==> src/rtl/dtcm_arbiter_pkg.sv <==
`default_nettype none
// ============================================================================
// Module   : dtcm_arbiter_pkg
// Brief    : Shared types and constants for the DTCM core/DMA arbiter.
// Revision : 1.0 - initial release
// ============================================================================
package dtcm_arbiter_pkg;

    localparam int c_starve_max_def = 4;
    localparam int c_starve_cnt_wth = 4;

    typedef enum logic [0:0] {
        CORE_PRI  = 1'b0,
        DMA_FORCE = 1'b1
    } arb_state_t;

endpackage : dtcm_arbiter_pkg
`default_nettype wire

==> src/rtl/dtcm_arb_starve_cnt.sv <==
`default_nettype none
// ============================================================================
// Module   : dtcm_arb_starve_cnt
// Brief    : Saturating up-counter with synchronous clear (clear wins).
// Revision : 1.0 - initial release
// ============================================================================
module dtcm_arb_starve_cnt
    import dtcm_arbiter_pkg::*;
#(
    parameter int CNT_WTH = c_starve_cnt_wth,
    parameter int CNT_MAX = c_starve_max_def
) (
    input  logic               clk,
    input  logic               rst,
    input  logic               i_clr,
    input  logic               i_inc,
    output logic [CNT_WTH-1:0] o_cnt
);

    localparam logic [CNT_WTH-1:0] c_cnt_max = CNT_WTH'(CNT_MAX);
    localparam logic [CNT_WTH-1:0] c_cnt_one = CNT_WTH'(1);

    logic [CNT_WTH-1:0] r_cnt;

    always_ff @(posedge clk) begin
        if (rst) begin
            r_cnt <= '0;
        end else if (i_clr) begin
            r_cnt <= '0;
        end else if (i_inc && (r_cnt != c_cnt_max)) begin
            r_cnt <= r_cnt + c_cnt_one;
        end
    end

    assign o_cnt = r_cnt;

endmodule : dtcm_arb_starve_cnt
`default_nettype wire

==> src/rtl/dtcm_arbiter.sv <==
`default_nettype none
// ============================================================================
// Module   : dtcm_arbiter
// Brief    : Single-port DTCM arbiter, core priority with DMA anti-starvation.
// Revision : 1.0 - initial release
// ============================================================================
module dtcm_arbiter
    import dtcm_arbiter_pkg::*;
#(
    parameter int WORD_WTH   = 32,
    parameter int ADDR_WTH   = 32,
    parameter int STARVE_MAX = c_starve_max_def
) (
    input  logic                clk,
    input  logic                rst,

    input  logic                core_req_i,
    input  logic                core_we_i,
    input  logic [ADDR_WTH-1:0] core_addr_i,
    input  logic [WORD_WTH-1:0] core_wdata_i,
    output logic [WORD_WTH-1:0] core_rdata_o,
    output logic                core_stall_o,

    input  logic                dma_valid_i,
    output logic                dma_ready_o,
    input  logic                dma_we_i,
    input  logic [ADDR_WTH-1:0] dma_addr_i,
    input  logic [WORD_WTH-1:0] dma_wdata_i,
    output logic                dma_rvalid_o,
    output logic [WORD_WTH-1:0] dma_rdata_o,

    output logic [ADDR_WTH-1:0] dtcm_addr_o,
    output logic [WORD_WTH-1:0] dtcm_wdata_o,
    output logic                dtcm_we_o,
    input  logic [WORD_WTH-1:0] dtcm_rdata_i
);

    localparam logic [c_starve_cnt_wth-1:0] c_starve_hit =
        c_starve_cnt_wth'(STARVE_MAX - 1);

    arb_state_t                  r_state;
    logic                        r_dma_rvalid;
    logic [WORD_WTH-1:0]         r_dma_rdata;

    arb_state_t                  w_state_eff;
    logic                        w_core_gnt;
    logic                        w_dma_gnt;
    logic                        w_cnt_inc;
    logic                        w_cnt_clr;
    logic [c_starve_cnt_wth-1:0] w_starve_cnt;

    // Grants are decoded from the reset state while rst is high.
    assign w_state_eff = rst ? CORE_PRI : r_state;

    assign w_dma_gnt  = dma_valid_i && ((w_state_eff == DMA_FORCE) || !core_req_i);
    // An un-stalled core request must complete, including a withdrawn forced slot.
    assign w_core_gnt = core_req_i && !w_dma_gnt;

    assign dma_ready_o  = w_dma_gnt;
    assign core_stall_o = core_req_i && w_dma_gnt;
    assign core_rdata_o = dtcm_rdata_i;

    assign dtcm_addr_o  = w_dma_gnt ? dma_addr_i  : core_addr_i;
    assign dtcm_wdata_o = w_dma_gnt ? dma_wdata_i : core_wdata_i;
    assign dtcm_we_o    = w_dma_gnt ? dma_we_i    : (w_core_gnt && core_we_i);

    // A forced slot is single-shot, so leaving it always restarts the count.
    assign w_cnt_inc = dma_valid_i && !w_dma_gnt;
    assign w_cnt_clr = w_dma_gnt || (w_state_eff == DMA_FORCE);

    dtcm_arb_starve_cnt #(
        .CNT_WTH (c_starve_cnt_wth),
        .CNT_MAX (STARVE_MAX)
    ) u_starve_cnt (
        .clk   (clk),
        .rst   (rst),
        .i_clr (w_cnt_clr),
        .i_inc (w_cnt_inc),
        .o_cnt (w_starve_cnt)
    );

    always_ff @(posedge clk) begin
        if (rst) begin
            r_state      <= CORE_PRI;
            r_dma_rvalid <= 1'b0;
            r_dma_rdata  <= '0;
        end else begin
            case (r_state)
                CORE_PRI: begin
                    if (w_cnt_inc && (w_starve_cnt == c_starve_hit)) begin
                        r_state <= DMA_FORCE;
                    end
                end
                DMA_FORCE: r_state <= CORE_PRI;
                default:   r_state <= CORE_PRI;
            endcase

            r_dma_rvalid <= w_dma_gnt && !dma_we_i;
            if (w_dma_gnt && !dma_we_i) begin
                r_dma_rdata <= dtcm_rdata_i;
            end
        end
    end

    assign dma_rvalid_o = r_dma_rvalid;
    assign dma_rdata_o  = r_dma_rdata;

endmodule : dtcm_arbiter
`default_nettype wire

==> config.mk <==
export PLATFORM = sky130hd
export DESIGN_NAME = dtcm_arbiter
export DESIGN_NICKNAME = d
export VERILOG_FILES = /design/src/rtl/dtcm_arbiter_pkg.sv /design/src/rtl/dtcm_arb_starve_cnt.sv /design/src/rtl/dtcm_arbiter.sv
export SDC_FILE = /design/constraint.sdc
export NUM_CORES = 1
export LEC_CHECK = 0
export ABC_AREA = 1
export CORE_AREA = 2 2 114 116
export DETAILED_ROUTE_END_ITERATION = 12
export DIE_AREA = 0 0 116 118
export PLACE_DENSITY = 0.75
export SYNTH_ARGS = -nofsm -noshare
export SYNTH_HDL_FRONTEND = slang
export SYNTH_SLANG_ARGS = --single-unit
==> constraint.sdc <==
create_clock -name clk -period 1.51 [get_ports clk]
set_clock_uncertainty 0.05 [all_clocks]
set_input_delay 0.3775 -clock clk [delete_from_list [all_inputs] [get_ports clk]]
set_output_delay 0.3775 -clock clk [all_outputs]
set_load 0.02 [all_outputs]
---- After elaboration in Yosys (flattened, before gate mapping) ----
Index checks and enable logic that the tools add are counted.
cells by class
  muxes and demuxes ....................... 6
  eq/ne operators ......................... 2
  bitwise operators ....................... 1
  shift-type cells ........................ 0
  divide/modulo/power cells ............... 0
  add/subtract/negate cells ............... 1
  magnitude comparators ................... 0
  $mul .................................... 0
  reduce and logical (&&, ||, !) cells .... 14
operators by type and width
  kind                   count
  $mux W32               2
  $logic_and A1 B1 Y1    8
  $add A4 B1 Y4 const B  1
  $eq A4 B2 Y1 const B   1
  $ne A4 B3 Y1 const B   1
  $logic_not A1 Y1       3
  $mux W1                3
  $logic_or A1 B1 Y1     2
  $pmux W1 S2            1
  $reduce_or A2 Y1       1
  $not A1 Y1             1
storage, ports and cells
  output and inout port bits .............. 132
  word-level logic and storage cells ...... 28
  memories kept ........................... 0
  bits in latches ......................... 0
  bits in read-only memories .............. 0
  input bits .............................. 166
  memory bits (writable) .................. 0
  bits in registers ....................... 38

---- Depth between registers and ports, before layout ----
Gate-level depths: netlist of run 1.
  depth in word-level cells ............... 8
  gate-level depth with buffers ........... 9
  depth with buffers taken out ............ 8

---- Cells and area by module ----
From an unflattened synthesis of run 1, not the netlist that was laid out.
unflattened totals
  cell total of the unflattened synthesis .. 564
  area, all modules ....................... 3076.7 um^2
by module, submodules not included
  module               seq. area each (um^2)  instances  area an instance (um^2)  cells an instance
  dtcm_arbiter         680.7                  1          2847.7                   533
  dtcm_arb_starve_cnt  80.1                   1          229.0                    31

---- Worst setup path before layout of run 1 ----
No wires, ideal clock.
  path type ............................... input to output
  start ................................... input rst
  end ..................................... output dtcm_addr_o[24]
  path buffers ............................ 2
  path slack .............................. -136 ps
  required time ........................... 1082 ps
  stages .................................. 9
  arrival ................................. 1219 ps
  cell sequence ........................... inv_2 > nand2_2 > nand2_2 > nand2_2 > inv_2 > buf_4 > buf_4 > nand2_1 > nand2_1
on the way
  word-level cells in the longest chain between the ends .. 4
ends and longest elaborated chain
  item                 RTL line            source
  start: declaration   dtcm_arbiter.sv:15  input logic rst,
  $mux W1              dtcm_arbiter.sv:53  assign w_state_eff = rst ? CORE_PRI : r_state;
  $logic_or A1 B1 Y1   dtcm_arbiter.sv:55  assign w_dma_gnt = dma_valid_i && ((w_state_eff == DMA_FORCE) || !core_req_i);
  $logic_and A1 B1 Y1  dtcm_arbiter.sv:55
  $mux W32             dtcm_arbiter.sv:63  assign dtcm_addr_o = w_dma_gnt ? dma_addr_i : core_addr_i;
  end: declaration     dtcm_arbiter.sv:32  output logic [ADDR_WTH-1:0] dtcm_addr_o,
No other way between the ends.

---- Worst setup path in the final report of run 1 ----
  start ................................... register r_state
  end ..................................... output dtcm_addr_o[8]
on the way
  word-level cells in the longest chain between the ends .. 4
ends and longest elaborated chain
  item                      RTL line            source
  start: declaration        dtcm_arbiter.sv:41  arb_state_t r_state;
  start signal: assignment  dtcm_arbiter.sv:84  r_state <= CORE_PRI;
  start signal: assignment  dtcm_arbiter.sv:91  r_state <= DMA_FORCE;
  start signal: assignment  dtcm_arbiter.sv:94  DMA_FORCE: r_state <= CORE_PRI;
  $mux W1                   dtcm_arbiter.sv:53
  $logic_or A1 B1 Y1        dtcm_arbiter.sv:55
  $logic_and A1 B1 Y1       dtcm_arbiter.sv:55
  $mux W32                  dtcm_arbiter.sv:63
No other way between the ends.

==> results of run 1 <==
-- power by group --
group	switching (mW)	internal [mW]	leakage [nW]	total [mW]
registers	0.0232	1.05	0.311	1.07
logic	0.962	1.08	3.23	2.04
clock network	0.423	0.992	0.0971	1.42
-- state kept, by name, indices dropped and copies added (netlist names) --
signal and cells:
dma_rdata_o 32, dma_rvalid_o 1, r_state 1, u_starve_cnt.o_cnt 4
-- layer usage --
metal,routed length [um],GRT usage [%],part of all wire (%)
met3,1690,8.39,11
met5,13,0,0.084
met4,674,9.15,4.3
met2,7440,35.3,48
met1,5750,21.9,37
-- worst max-delay path, cell delays in order (launching register included) --
cell and delay [ns]:
dfxtp_2 0.33, nand2_4 0.07, nand2_4 0.07, nand2_8 0.09
clkinv_8 0.10, buf_12 0.15, buf_16 0.14, nand2_2 0.06
nand2_2 0.06, buf_6 0.13
-- logic make-up after synthesis --
logic type	after synthesis	synth area share, %
and+or+nand+nor	351	49.5
buffers and inverters	104	20.8
AOI/OAI and AO/OA	5	0.916
DFF	38	27.9
adders and majority gates	2	0.916
-- timing repair --
item                       4_1_cts  5_1_grt
pin swaps                       17       11
setup endpoints to repair      170      102
gates cloned                    11        5
setup buffers                    9        0
gates resized for setup        630       46
-- area by class of cell --
| cell class | count | area [um2] |
|---|---|---|
| Fill cell | 1179 | 5400 |
| Timing Repair Buffer | 354 | 3660 |
| Multi-Input combinational cell | 358 | 1970 |
| Sequential cell | 38 | 762 |
| Tap cell | 172 | 215 |
| Inverter | 48 | 200 |
| Clock buffer | 6 | 139 |
| Clock inverter | 2 | 60.1 |
| Antenna cell | 1 | 2.50 |
-- cells in the mapped netlist --
cell | n | share of area [%]
a21oi_1 | 3 | 0.55
nand4_1 | 2 | 0.46
buf_6 | 2 | 0.82
nor3_1 | 1 | 0.18
inv_2 | 3 | 0.41
nor2_4 | 1 | 0.41
buf_4 | 40 | 11
buf_2 | 11 | 2.0
dfxtp_1 | 38 | 28
nand2_2 | 3 | 0.69
ha_1 | 2 | 0.92
nand3b_2 | 1 | 0.41
clkbuf_1 | 3 | 0.41
nor2_1 | 69 | 9.5
nand2_1 | 270 | 37
inv_1 | 45 | 6.2
o21ai_0 | 2 | 0.37
nand3_1 | 4 | 0.73
-- worst paths after layout --
check / from / endpoint / slack (ns) / depth (start not counted)
min: rst / dma_rvalid_o / 0.30 / 2
min reg2reg: u_starve_cnt.o_cnt[3] / u_starve_cnt.o_cnt[3] / 0.45 / 2
max: r_state / dtcm_addr_o[8] / -0.40 / 9
max reg2reg: r_state / u_starve_cnt.o_cnt[0] / 0.08 / 10
-- through the flow --
| stage | instance area (um2) | TNS, ns | setup WS, ns | cells |
|---|---|---|---|---|
| 3_5_place_dp | 6050 | -117.42 | -1.27 | 947 |
| 3_3_place_gp | 6050 | -116.82 | -1.26 | 947 |
| 4_1_cts | 6780 | -22.50 | -0.370 | 975 |
| 5_1_grt | 7010 | -26.60 | -0.449 | 979 |
| 2_1_floorplan | 2950 | -0.573 | -0.0248 | 500 |
| 6_report | 7010 | -23.08 | -0.401 | 979 |
==> qor.txt, run 1 <==
Tot GR Track Use: 20.6%
Worst-path maximum fanout: 8
Hold WC Path Type: input pin to register
Io pins: 298
Num CTS Buffers: 5
Post-Route WL: 15.6 mm
Total Nets Final: 973
Antenna violations before repair: 2
Fmax: 0.523 GHz
Finished Core Util: 56.5%
WP data arrival: 1.48 ns
Longest Clk Path Bufs: 2
Max Cap Violations: 0
Mapped Cells: 500
Die area: 0.0137 mm2
Overall Power: 4.53 mW
Hold Vio Cnt, Final: 0
Fin. max-slew vios: 0
Total iterations of the first detailed-routing run: 4
Count of cell types in the netlist: 18
Crit Path Class: register to primary output
PortBufs: 297
Detailed placement HPWL: 10.3 mm
Req. time, crit path: 1.08 ns
Period utilization: 127%
Worst-path clk slew: 0.06 ns
Syn Area/Cell: 5.46 um2
Tightest Pin Transition: 0.372 ns
Worst vdd ir: 0.000990 V
Global-route wire length before repair: 21.5 mm
Skew-Pair Late Insertion Delay: 0.28 ns
Relative slew slack: 75.2%
Die width: 116 um
Most frequent cells in the layout: 162 x clkdlybuf4s50_1, 143 x nand2_1, 84 x nand2_2, 68 x nor2_1, 66 x buf_6
Sequential area share after synthesis: 27.9%
Fraction of layout cells with a size suffix above 1: 37.8%
PD cells: 646 mW/mm2
Largest net degree at the start of global routing: 66
CTS H-tree depth: 2
Placer Congestion: 0.848
Initial Util: 22.0%
Via Count: 4074
DR vias/cell: 4.16
Area delta synth->final: 157%
Synth Cell Area: 0.00273 mm2
Final number of setup-violating endpoints: 67
Clk sinks: 38
DRC viols: 0
Final min period: 1.91 ns
Synthesized Nets: 668
DRT iter0 DRCs: 125
Outcome: finished with violations
Core area: 0.0124 mm2
Vias in the first global route: 3965
Wirelength per Cell: 15.9 um
Total grt overflow: 0
Static leakage: 3.64 nW
Setup WS post-layout: -0.401 ns
Die Ht: 118 um
Commonest non-fill, non-tap cell in the layout: clkdlybuf4s50_1
Hold_ws: 0.295 ns
Yosys reg bits: 38
RSZ-0062 raised after global routing: yes
Endpoint class of the critical path: primary output
Row count: 41
Yosys warns: 0
Post-DRT Antenna Nets: 0
Crit path launch type: register
Violated checks: setup timing
Post-cts hold buffer count: 0
CTS tree: done
CTS Root Cell: clkbuf_16
Note: power is estimated with default switching activity, not from simulation.
==> inputs of run 2 (changes only) <==
--- a/config.mk
+++ b/config.mk
@@ -6,10 +6,13 @@
 export NUM_CORES = 1
 export LEC_CHECK = 0
 export ABC_AREA = 1
+export CAP_MARGIN = 20
 export CORE_AREA = 2 2 114 116
 export DETAILED_ROUTE_END_ITERATION = 12
 export DIE_AREA = 0 0 116 118
+export GPL_TIMING_DRIVEN = 0
 export PLACE_DENSITY = 0.75
+export RECOVER_POWER = 50
 export SYNTH_ARGS = -nofsm -noshare
 export SYNTH_HDL_FRONTEND = slang
 export SYNTH_SLANG_ARGS = --single-unit
==> qor.txt, run 2 (same netlist as run 1, synthesis figures left out) <==
Outcome: finished with violations
Violated checks: setup timing
Relative slew slack: 72.0% (-3.2 points)
CTS Root Cell: clkbuf_16
Crit-path cells: nand2_4 -> nand2_4 -> nand2_8 -> buf_6 -> buf_12 -> nand2_1 -> nand2_4 -> buf_6
Antenna violations before repair: 1 (-1)
Skew-Pair Late Insertion Delay: 0.28 ns (about the same)
Total grt overflow: 0 (unchanged)
Dpl ws: -1.47 ns (-0.195 ns)
DRC viols: 0 (unchanged)
Setup WS post-layout: -0.385 ns (+0.0161 ns)
Total Nets Final: 988 (+1.5%)
Placer Congestion: 0.836 (-1.5%)
Req. time, crit path: 1.08 ns (about the same)
Fmax: 0.528 GHz (+0.85%)
Global-route wire length before repair: 20.7 mm (-3.9%)
Num CTS Buffers: 5 (unchanged)
Largest net degree at the start of global routing: 12 (-82%)
Most frequent cells in the layout: 164 x nand2_1, 132 x clkdlybuf4s50_1, 85 x buf_6, 76 x nand2_2, 69 x nor2_1
Longest Clk Path Bufs: 2 (unchanged)
Fin. max-slew vios: 0 (unchanged)
Worst vdd ir: 0.000515 V (-48%)
Post-DRT Antenna Nets: 0 (unchanged)
CTS tree: done
Initial Util: 22.0% (unchanged)
Final number of setup-violating endpoints: 71 (+6.0%)
Die width: 116 um (unchanged)
Hold_ws: 0.302 ns (+0.00711 ns)
Core area: 0.0124 mm2 (unchanged)
Post-cts hold buffer count: 0 (unchanged)
Area delta synth->final: 151%
Clk sinks: 38 (unchanged)
CP Buf/Inv Count: 3 (-1)
Die Ht: 118 um (unchanged)
Tightest Pin Transition: 0.420 ns (+0.0483 ns)
Worst-path maximum fanout: 10 (+2)
Fill count: 1197 (+1.5%)
RSZ-0062 raised after global routing: yes
Die area: 0.0137 mm2 (unchanged)
Static leakage: 3.70 nW (+1.6%)
Max Cap Violations: 0 (unchanged)
Max FFs per register: 32 (unchanged)
Total iterations of the first detailed-routing run: 4 (unchanged)
Period utilization: 125% (-1.1 points)
Non-filler cells in the finished layout: 994 (+1.5%)
Vias in the first global route: 3884 (-2.0%)
DRT iter0 DRCs: 155 (+24%)
Via Count: 3990 (-2.1%)
Post-Route WL: 14.4 mm (-7.7%)
Critical path's top delay family: buffers and inverters
Fraction of layout cells with a size suffix above 1: 35.9% (-1.9 points)
Hold Vio Cnt, Final: 0 (unchanged)
Crit path launch type: register
Tot GR Track Use: 19.5% (-1.2 points)
PD cells: 595 mW/mm2 (-8.0%)
Hold WC Path Type: input pin to register
Worst-path clk slew: 0.06 ns (about the same)
CP max stage delay: 0.35 ns (+0.02 ns)
PortBufs: 297 (unchanged)
Dpl cells: 969 (+2.3%)
Commonest non-fill, non-tap cell in the layout: nand2_1
Critical path's most frequent cell: nand2_4
Detailed placement HPWL: 11.1 mm (+8.0%)
Endpoint class of the critical path: primary output
Critical-path top delay cell: dfxtp_2
Io pins: 298 (unchanged)
Final min period: 1.89 ns (-0.0161 ns)
Row count: 41 (unchanged)
CTS H-tree depth: 2 (unchanged)
Wirelength per Cell: 14.5 um (-9.1%)
Crit Path Class: register to primary output
WP data arrival: 1.47 ns (about the same)
DR vias/cell: 4.01 (-3.5%)
## run 2: power by group
part,switching [mW],internal [mW],total (mW)
Sequential,0.0238,1.05,1.08
Combinational,0.916,1.04,1.95
Clock,0.394,0.654,1.05
## run 2: final cells by class
type / count / area, um2 / area share (%)
antenna: 1 / 2.50 / 0.0365
buffer: 52 / 477 / 6.95
clock buffer: 7 / 143 / 2.08
clock inverter: 1 / 5.00 / 0.0730
inverter: 48 / 195 / 2.85
multi-input combinational: 358 / 1860 / 27.1
sequential: 38 / 762 / 11.1
tap: 172 / 215 / 3.14
timing repair buffer: 317 / 3200 / 46.7
## run 2: timing repair
item	in CTS	in global routing
setup endpoints to repair	169	106
gates cloned	5	1
buffers inserted	10	6
gates resized for setup	728	42
pin swaps	17	8
## run 2: path summary, 6_finish.rpt
kind | startpoint | end | slack (ns) | cells past startpoint
hold / removal | rst | dma_rvalid_o | 0.30 | 2
setup / recovery | r_state | dtcm_wdata_o[4] | -0.38 | 8
setup reg to reg | r_state | u_starve_cnt.o_cnt[3] | -0.07 | 12
hold reg to reg | u_starve_cnt.o_cnt[3] | u_starve_cnt.o_cnt[3] | 0.45 | 2
## run 2: per-layer routing
| layer | vias up | routed length, um | share of wire [%] | GRT usage [%] |
|---|---|---|---|---|
| met5 | - | 0 | 0 | 0 |
| met4 | 0 | 338 | 2.4 | 6.47 |
| met3 | 20 | 1560 | 11 | 7.05 |
| met2 | 183 | 7090 | 49 | 35.0 |
| met1 | 1722 | 5380 | 37 | 20.7 |
| li1 | 2065 | - | - | - |
## run 2: metrics by stage
step	total power [mW]	setup TNS, ns	util, %	cell area, um2
finish	4.08	-21.90	55.2	6860
floorplan	1.86	-0.573	-	2950
CTS	4.11	-23.37	54.1	6720
global placement	2.88	-120.09	49.4	6130
detailed placement	2.88	-119.97	49.4	6130
global route	4.28	-26.34	55.2	6860
==> inputs of run 3 (changes only) <==
--- a/config.mk
+++ b/config.mk
@@ -8,6 +8,7 @@
 export ABC_AREA = 1
 export CAP_MARGIN = 20
 export CORE_AREA = 2 2 114 116
+export CTS_CLUSTER_DIAMETER = 200
 export DETAILED_ROUTE_END_ITERATION = 12
 export DIE_AREA = 0 0 116 118
 export GPL_TIMING_DRIVEN = 0
==> results of run 3 <==
Same layout as run 2: the final DEF is identical, and so are final timing and power.
